<file path="src/rtl/ifetch_resp_buffer_if.sv">
// Bundle of the fetch-request, memory-port and consumer signals of ifetch_resp_buffer.
// The buffer uses the master modport; its environment uses the slave modport.
interface ifetch_resp_buffer_if #(
  parameter int unsigned DEPTH = 4
) ();
  localparam int unsigned PTR_W = $clog2(DEPTH) + 1;

  logic             req_i;
  logic [31:0]      req_pc_i;
  logic             req_accept_o;
  logic             flush_i;
  logic             mem_i_rd_o;
  logic [31:0]      mem_i_pc_o;
  logic             mem_i_flush_o;
  logic             mem_i_invalidate_o;
  logic             mem_i_accept_i;
  logic             mem_i_valid_i;
  logic             mem_i_error_i;
  logic [63:0]      mem_i_inst_i;
  logic             inst_valid_o;
  logic             inst_ready_i;
  logic [63:0]      inst_data_o;
  logic [31:0]      inst_pc_o;
  logic             inst_error_o;
  logic [PTR_W-1:0] level_o;

  modport master (
    input  req_i, req_pc_i, flush_i, mem_i_accept_i, mem_i_valid_i,
           mem_i_error_i, mem_i_inst_i, inst_ready_i,
    output req_accept_o, mem_i_rd_o, mem_i_pc_o, mem_i_flush_o,
           mem_i_invalidate_o, inst_valid_o, inst_data_o, inst_pc_o,
           inst_error_o, level_o
  );

  modport slave (
    output req_i, req_pc_i, flush_i, mem_i_accept_i, mem_i_valid_i,
           mem_i_error_i, mem_i_inst_i, inst_ready_i,
    input  req_accept_o, mem_i_rd_o, mem_i_pc_o, mem_i_flush_o,
           mem_i_invalidate_o, inst_valid_o, inst_data_o, inst_pc_o,
           inst_error_o, level_o
  );
endinterface

</file>
<file path="src/rtl/ifetch_resp_buffer.sv">
// Instruction-fetch response ring buffer: reserves a slot per issued fetch, captures
// in-order memory responses, and discards responses belonging to flushed fetches.
module ifetch_resp_buffer #(
  parameter int unsigned DEPTH = 4
) (
  input logic                   clk_i,
  input logic                   rst_ni,
  ifetch_resp_buffer_if.master  bus
);
  localparam int unsigned PTR_W = $clog2(DEPTH) + 1;
  localparam int unsigned IDX_W = PTR_W - 1;

  typedef logic [PTR_W-1:0] ptr_t;

  ptr_t iss_q, rsp_q, rd_q, drop_q;

  logic [31:0] pc_mem   [DEPTH];
  logic [63:0] data_mem [DEPTH];
  logic        err_mem  [DEPTH];

  ptr_t occ_c, pend_c, drop_sum_c, drop_flush_c;
  logic credit_c, issue_c, accept_c, head_valid_c, pop_c, keep_rsp_c, drop_rsp_c;

  // Credit is derived only from registered pointers, so inst_ready_i never reaches mem_i_rd_o.
  always_comb begin
    pend_c       = iss_q - rsp_q;
    occ_c        = (iss_q - rd_q) + drop_q;
    credit_c     = occ_c < ptr_t'(DEPTH);
    issue_c      = bus.req_i & credit_c & ~bus.flush_i & rst_ni;
    accept_c     = issue_c & bus.mem_i_accept_i;
    head_valid_c = rd_q != rsp_q;
    pop_c        = head_valid_c & bus.inst_ready_i & ~bus.flush_i;
    drop_rsp_c   = bus.mem_i_valid_i & ~bus.flush_i & (drop_q != '0);
    keep_rsp_c   = bus.mem_i_valid_i & ~bus.flush_i & (drop_q == '0) & (pend_c != '0);
    // Every outstanding fetch becomes a drop; a response landing in the flush cycle is one of them.
    drop_sum_c   = drop_q + pend_c;
    drop_flush_c = (bus.mem_i_valid_i && drop_sum_c != '0) ? drop_sum_c - ptr_t'(1) : drop_sum_c;
  end

  assign bus.mem_i_rd_o         = issue_c;
  assign bus.req_accept_o       = accept_c;
  assign bus.mem_i_pc_o         = bus.req_pc_i;
  assign bus.mem_i_flush_o      = bus.flush_i;
  assign bus.mem_i_invalidate_o = 1'b0;
  assign bus.inst_valid_o       = head_valid_c;
  assign bus.inst_pc_o          = pc_mem[rd_q[IDX_W-1:0]];
  assign bus.inst_data_o        = data_mem[rd_q[IDX_W-1:0]];
  assign bus.inst_error_o       = err_mem[rd_q[IDX_W-1:0]];
  assign bus.level_o            = occ_c;

  // Pointer and drop-counter state.
  always_ff @(posedge clk_i or negedge rst_ni) begin
    if (!rst_ni) begin
      iss_q  <= '0;
      rsp_q  <= '0;
      rd_q   <= '0;
      drop_q <= '0;
    end else if (bus.flush_i) begin
      drop_q <= drop_flush_c;
      rsp_q  <= iss_q;
      rd_q   <= iss_q;
    end else begin
      if (accept_c)   iss_q  <= iss_q + ptr_t'(1);
      if (keep_rsp_c) rsp_q  <= rsp_q + ptr_t'(1);
      if (drop_rsp_c) drop_q <= drop_q - ptr_t'(1);
      if (pop_c)      rd_q   <= rd_q + ptr_t'(1);
    end
  end

  // Entry storage, intentionally not reset.
  always_ff @(posedge clk_i) begin
    if (accept_c) pc_mem[iss_q[IDX_W-1:0]] <= bus.req_pc_i;
    if (keep_rsp_c) begin
      data_mem[rsp_q[IDX_W-1:0]] <= bus.mem_i_inst_i;
      err_mem[rsp_q[IDX_W-1:0]]  <= bus.mem_i_error_i;
    end
  end

  a_rsp_has_owner: assert property (@(posedge clk_i) disable iff (!rst_ni)
    bus.mem_i_valid_i |-> (drop_q != '0 || pend_c != '0));

endmodule

</file>
<file path="src/flat_wrapper.sv">
// flat-port wrapper written by rule: the top's interface ports become plain ports
module ifetch_resp_buffer_flat 
#(
  parameter int unsigned DEPTH = 4
)
  (clk_i, rst_ni, bus_req_i, bus_req_pc_i, bus_flush_i, bus_mem_i_accept_i, bus_mem_i_valid_i, bus_mem_i_error_i, bus_mem_i_inst_i, bus_inst_ready_i, bus_req_accept_o, bus_mem_i_rd_o, bus_mem_i_pc_o, bus_mem_i_flush_o, bus_mem_i_invalidate_o, bus_inst_valid_o, bus_inst_data_o, bus_inst_pc_o, bus_inst_error_o, bus_level_o);
  ifetch_resp_buffer_if #(.DEPTH(DEPTH)) bus_i ();
  input logic clk_i;
  input logic rst_ni;
  input wire logic [$bits(bus_i.req_i)-1:0] bus_req_i;
  input wire logic [$bits(bus_i.req_pc_i)-1:0] bus_req_pc_i;
  input wire logic [$bits(bus_i.flush_i)-1:0] bus_flush_i;
  input wire logic [$bits(bus_i.mem_i_accept_i)-1:0] bus_mem_i_accept_i;
  input wire logic [$bits(bus_i.mem_i_valid_i)-1:0] bus_mem_i_valid_i;
  input wire logic [$bits(bus_i.mem_i_error_i)-1:0] bus_mem_i_error_i;
  input wire logic [$bits(bus_i.mem_i_inst_i)-1:0] bus_mem_i_inst_i;
  input wire logic [$bits(bus_i.inst_ready_i)-1:0] bus_inst_ready_i;
  output wire logic [$bits(bus_i.req_accept_o)-1:0] bus_req_accept_o;
  output wire logic [$bits(bus_i.mem_i_rd_o)-1:0] bus_mem_i_rd_o;
  output wire logic [$bits(bus_i.mem_i_pc_o)-1:0] bus_mem_i_pc_o;
  output wire logic [$bits(bus_i.mem_i_flush_o)-1:0] bus_mem_i_flush_o;
  output wire logic [$bits(bus_i.mem_i_invalidate_o)-1:0] bus_mem_i_invalidate_o;
  output wire logic [$bits(bus_i.inst_valid_o)-1:0] bus_inst_valid_o;
  output wire logic [$bits(bus_i.inst_data_o)-1:0] bus_inst_data_o;
  output wire logic [$bits(bus_i.inst_pc_o)-1:0] bus_inst_pc_o;
  output wire logic [$bits(bus_i.inst_error_o)-1:0] bus_inst_error_o;
  output wire logic [$bits(bus_i.level_o)-1:0] bus_level_o;
  assign bus_i.req_i = bus_req_i;
  assign bus_i.req_pc_i = bus_req_pc_i;
  assign bus_i.flush_i = bus_flush_i;
  assign bus_i.mem_i_accept_i = bus_mem_i_accept_i;
  assign bus_i.mem_i_valid_i = bus_mem_i_valid_i;
  assign bus_i.mem_i_error_i = bus_mem_i_error_i;
  assign bus_i.mem_i_inst_i = bus_mem_i_inst_i;
  assign bus_i.inst_ready_i = bus_inst_ready_i;
  assign bus_req_accept_o = bus_i.req_accept_o;
  assign bus_mem_i_rd_o = bus_i.mem_i_rd_o;
  assign bus_mem_i_pc_o = bus_i.mem_i_pc_o;
  assign bus_mem_i_flush_o = bus_i.mem_i_flush_o;
  assign bus_mem_i_invalidate_o = bus_i.mem_i_invalidate_o;
  assign bus_inst_valid_o = bus_i.inst_valid_o;
  assign bus_inst_data_o = bus_i.inst_data_o;
  assign bus_inst_pc_o = bus_i.inst_pc_o;
  assign bus_inst_error_o = bus_i.inst_error_o;
  assign bus_level_o = bus_i.level_o;
  ifetch_resp_buffer #(.DEPTH(DEPTH)) u_core (.clk_i(clk_i), .rst_ni(rst_ni), .bus(bus_i));
endmodule
</file>
<file path="config.mk">
export PLATFORM = sky130hd
export DESIGN_NAME = ifetch_resp_buffer_flat
export DESIGN_NICKNAME = d
export VERILOG_FILES = /design/src/rtl/ifetch_resp_buffer_if.sv /design/src/rtl/ifetch_resp_buffer.sv /design/src/flat_wrapper.sv
export SDC_FILE = /design/constraint.sdc
export NUM_CORES = 1
export LEC_CHECK = 0
export CAP_MARGIN = 20
export CORE_MARGIN = 10
export CORE_UTILIZATION = 31
export CTS_BUF_LIST = sky130_fd_sc_hd__clkbuf_16
export DETAILED_ROUTE_END_ITERATION = 12
export GPL_TIMING_DRIVEN = 0
export PLACE_DENSITY = 0.62
export SLEW_MARGIN = 5
export SYNTH_ARGS = -nofsm -noshare
export SYNTH_HDL_FRONTEND = slang
export SYNTH_SLANG_ARGS = --single-unit
</file>
<file path="constraint.sdc">
create_clock -name clk_i -period 6.8 [get_ports clk_i]
set_clock_uncertainty 0.1 [all_clocks]
set_input_delay 0.68 -clock clk_i [delete_from_list [all_inputs] [get_ports clk_i]]
set_output_delay 0.68 -clock clk_i [all_outputs]
set_load 0.005 [all_outputs]
</file>
### Word level (Yosys, flattened, before mapping)

Memories as Yosys holds them, arrays and structs flattened.
Cells that the tools add are included.

* add/sub/neg operators: 9
* magnitude comparators: 1
* equality and inequality tests: 1
* muxes and demuxes: 11
* bitwise operators: 11
* reductions and logical operators: 9

Operators by type and width (number)
* $mux 3: 7
* $and 1x1->1: 10
* $add 3x1->3 const B: 3
* $reduce_bool 3->1: 3
* $add 3x3->3: 2
* $reduce_bool 2->1: 3
* $sub 3x1->3 const B: 2
* $sub 3x3->3: 2
* $mux 1: 4
* $logic_not 3->1: 1
* $lt 3x3->1 const B: 1
* $ne 3x3->1: 1
* $reduce_and 2->1: 1
* $logic_and 1x1->1: 1
* $not 1->1: 1

* register bits: 12
* bits in writable memories: 388
* input bits: 104
* output and inout port bits: 137
* word-level logic and storage cells: 49
* memories: 3

Memories
* u_core.data_mem: depth 4, bits a word 64, read ports 1, clocked after memory_dff 0, write ports 1, line ifetch_resp_buffer.sv:18 `logic [63:0] data_mem [DEPTH];`
* u_core.pc_mem: depth 4, bits a word 32, read ports 1, clocked after memory_dff 0, write ports 1, line ifetch_resp_buffer.sv:17 `logic [31:0] pc_mem [DEPTH];`
* u_core.err_mem: depth 4, bits a word 1, read ports 1, clocked after memory_dff 0, write ports 1, line ifetch_resp_buffer.sv:19 `logic err_mem [DEPTH];`

### Depth between registers and ports, before layout

* word-level depth: 9
* gate-level depth with buffers: 12
* mapped depth without buffers: 12

### Worst setup path before layout

Ideal clock, no wire load.

* kind: reg-to-reg
* from: register u_core.iss_q[1]
* to: memory u_core.pc_mem[3][0], enable pin
* setup time: 0.421 ns
* data arrival time: 3.317 ns
* data required time: 6.279 ns
* setup slack: 2.962 ns
* cell stages (with the launch flop): 8
* buffers on the path: 0
* period minus slack after synthesis: 3.838 ns
* cell sequence: dfrtp_1 inv_1 fa_1 inv_1 fa_1 xnor3_1 xor2_2 nor2_1

* longest elaborated chain between the ends: 9

Ends and longest elaborated chain
* from (decl): line ifetch_resp_buffer.sv:15 `ptr_t iss_q, rsp_q, rd_q, drop_q;`
* from (signal assigned): line ifetch_resp_buffer.sv:63 `if (accept_c) iss_q <= iss_q + ptr_t'(1);`
* $sub 3x3->3: line ifetch_resp_buffer.sv:27 `occ_c = (iss_q - rd_q) + drop_q;`
* $add 3x3->3: line ifetch_resp_buffer.sv:27
* via bus_level_o[2]: line flat_wrapper.sv:27 `output wire logic [$bits(bus_i.level_o)-1:0] bus_level_o;`
* $lt 3x3->1: line ifetch_resp_buffer.sv:28 `credit_c = occ_c < ptr_t'(DEPTH);`
* $and 1x1->1 (3 in series): line ifetch_resp_buffer.sv:29 `issue_c = bus.req_i & credit_c & ~bus.flush_i & rst_ni;`
* $and 1x1->1: line ifetch_resp_buffer.sv:30 `accept_c = issue_c & bus.mem_i_accept_i;`
* $mux 1: line ifetch_resp_buffer.sv:72 `if (accept_c) pc_mem[iss_q[IDX_W-1:0]] <= bus.req_pc_i;`
* $mux 1 (not written as such): line ifetch_resp_buffer.sv:72
* to (decl): line ifetch_resp_buffer.sv:17

The timed path passes the listed nets, and every way through them passes these cells.

### Worst setup path in the final report

* from: register u_core.iss_q[1]
* to: output bus_req_accept_o

* longest elaborated chain between the ends: 7

Ends and longest elaborated chain
* $sub 3x3->3: line ifetch_resp_buffer.sv:27
* $add 3x3->3: line ifetch_resp_buffer.sv:27
* $lt 3x3->1: line ifetch_resp_buffer.sv:28
* $and 1x1->1 (3 in series): line ifetch_resp_buffer.sv:29
* $and 1x1->1: line ifetch_resp_buffer.sv:30
* to (decl): line flat_wrapper.sv:18 `output wire logic [$bits(bus_i.req_accept_o)-1:0] bus_req_accept_o;`

No other way between the ends.

==> impl_metrics.toml <==
[run_status]
status = "complete, no violations"

[critical_path]
crit_path_end = "bus_req_accept_o"
r2r-start = "u_core.iss_q[1]"
worst-path-stages = 8
worst_setup_path_start_kind = "flip-flop"
crit_chain = "inv_1, fa_1, inv_1, fa_1, xnor3_1, xor2_2, nor2_4, clkdlybuf4s50_1"
cp_slowest_cell = "clkdlybuf4s50_1"
cp.arrival_ns = 3.52
reg2reg_depth = 9
setup.worst_path.end_class = "output port"
critical_path_buf_inv_count = 3
critical_path.max_stage_delay_ns = 0.56
crit_fanout = 6
crit_required_ns = 6.02
worstSetupStartpoint = "u_core.iss_q[1]"
path_delay_family = "adder cells"
path_class = "reg2out"
timing.rr.end = "u_core.pc_mem[2][31]"
rrSetupSlack_ns = 3.31

[clock_tree]
cts_num_sinks = 400
cts_setup_buffers = 0
clock_tree.buffer_depth = 3
clock-root-buffer = "clkbuf_16"
cts_resized = 0
numCtsBuffers = 43
h-tree-depth = 2
cts_tree = "yes"
hold_buffers = 0
clkTransAtPathRegs_ns = 0.06
insertion_delay_ns = 0.56

[floorplanning]
die_area_um2 = 59000
floorplan.initialDensity_pct = 31.4
dieWidth_um = 243
die_h_um = 243
row_count = 81
ioPinCount = 241
core_area_um2 = 49100

[synthesis]
synthCells = 657
post_synth.cell_area_avg_um2 = 23.4
synth-seq-cells = 400
synth.net_count = 782
ys_types = 42
seq_area_frac_synth_pct = 77.6
yosysWarningCount = 0
syn_area_um2 = 15400

[power_and_ir_drop]
ir_worst_vdd_uv = 250
p_per_area_nw_per_um2 = 385
p_leak_nw = 6.62
totalPowerFinal_mw = 7.75

[timing]
hold_viol = 0
fmax_mhz = 232
finalSetupViolCount = 0
rsz0062_at_grt = "false"
tns_ns = 0
finalMaxSlewViolations = 0
holdWs_ns = 0.369
min_period_ns = 4.30
period_share_pct = 63.3
worstMarginPinSlew_ns = 0.764
maxSlewHeadroom_pct = 49.1

[global_route]
grt_pass1_wl_um = 51800
grt_max_degree = 52
overflow = 0
antenna_found_initial = 3
grtUsageTotal_pct = 11.5
grt_pass1_vias = 8064

[placed_design]
gp_congestion = 0.711
dpl.hpwl_um = 23300
port_buffers = 238

[drt]
drc = 0
finalWirelength_um = 34300
dr.first_iter.drc_count = 427
via_count = 7406
routed_via_density = 4.50
drt_pre_antenna_iters = 4
post_drt_wl_per_cell_um = 20.9
ant_nets = 0

[hold_path]
hold_class = "in2reg"

[layout]
layout_common_cells = "edfxtp_1 (388), clkdlybuf4s50_1 (238), mux4_2 (97)"
final_common_cell = "edfxtp_1"
nets = 1073
syn_to_final_growth_pct = 30.7
post-route-util_pct = 41.0
drive_above_1_share_pct = 23.8
nFillCells = 4397

[job]
cap_violations = 0
metal layers:
layer,share of wire [%],vias to the layer above,global-route usage [%]
met5,0.038,-,0
met3,8.4,47,4.30
met4,1.9,2,3.62
li1,-,3282,-
met2,48,236,18.3
met1,42,3839,14.3
registers in the layout (all words and copies together) (netlist names):
name and flops:
u_core.err_mem 4, u_core.pc_mem 128, u_core.rd_q 3, u_core.data_mem 256, u_core.drop_q 3, u_core.iss_q 3, u_core.rsp_q 3
worst min path at each step:
stage	from	to	depth (start not counted)
2_1_floorplan	rst_ni	u_core.drop_q[0]	0
3_3_place_gp	u_core.iss_q[2]	u_core.iss_q[2]	1
3_5_place_dp	u_core.iss_q[2]	u_core.rsp_q[2]	2
4_1_cts	bus_flush_i	u_core.drop_q[1]	2
5_1_grt	bus_flush_i	u_core.drop_q[1]	2
6_report	bus_flush_i	u_core.drop_q[1]	2
cells by family (layout without fill, tap and decap cells):
| group | Yosys count | after routing | synth area share (%) |
|---|---|---|---|
| AND/OR/NAND/NOR | 30 | 30 | 1.18 |
| buffers and inverters | 73 | 395 | 2.78 |
| multiplexers | 104 | 104 | 14.7 |
| other | 1 | 3 | 0.0243 |
| AO/OA/AOI/OAI | 14 | 14 | 0.731 |
| adder cells (fa/ha/maj) | 21 | 21 | 1.90 |
| XOR/XNOR | 14 | 14 | 1.11 |
| flip-flops | 400 | 400 | 77.6 |
layout make-up:
class	count	area, um^2	area share (%)
sequential	400	12000	59.4
multi-input combinational	184	3040	15.1
timing repair buffer	246	2570	12.8
clock buffer	43	1080	5.35
tap	664	831	4.13
buffer	58	372	1.85
clock inverter	33	225	1.12
inverter	15	56.3	0.280
antenna	2	5.00	0.0249
through the flow:
step / cell area (um^2) / worst slack [ns] / cells
floorplan: 15400 / 2.96 / 657
global placement: 18600 / 1.44 / 1559
detailed placement: 18800 / 3.06 / 1567
CTS: 20100 / 2.43 / 1643
global route: 20100 / 2.31 / 1643
finish: 20100 / 2.50 / 1645
cells in the mapped netlist (all sizes together):
library cell / n / area [um^2]
nand3b: 2 / 15.0
nand2b: 1 / 6.26
xor2: 4 / 42.6
nand4b: 1 / 8.76
nor3: 3 / 15.0
nand3: 1 / 5.00
a211oi: 1 / 7.51
edfxtp: 388 / 11700
or2: 1 / 6.26
a31oi: 2 / 12.5
dfrtp: 12 / 300
mux2: 4 / 48.8
fa: 4 / 80.1
o211ai: 2 / 20.0
a22oi: 2 / 15.0
or2b: 1 / 7.51
clkbuf: 9 / 33.8
and2: 7 / 50.1
a31o: 1 / 8.76
inv: 15 / 56.3
buf: 49 / 338
ha: 17 / 213
xnor3: 3 / 67.6
o21ai: 2 / 10.0
mux4: 97 / 2180
mux2i: 3 / 30.0
o311a: 1 / 21.3
a21oi: 2 / 10.0
nor2b: 3 / 18.8
o31ai: 1 / 7.51
nand2: 6 / 22.5
nor2: 3 / 18.8
nor3b: 1 / 7.51
conb: 1 / 3.75
xnor2: 7 / 61.3
report_power, final:
part	internal [mW]	switching, mW	leakage, nW
registers	2.83	0.0645	3.63
clock network	1.20	0.936	0.664
logic	1.51	1.21	2.32
worst reg2reg max path: cells and delay by family, from the launching register on:
family        cells  cell delay (ns)
flops             1             0.50
fa+ha+maj         2             0.95
buf+inv           3             0.48
xor+xnor          2             0.47
simple gates      2             0.69
Power figures use the tool's default switching activity.
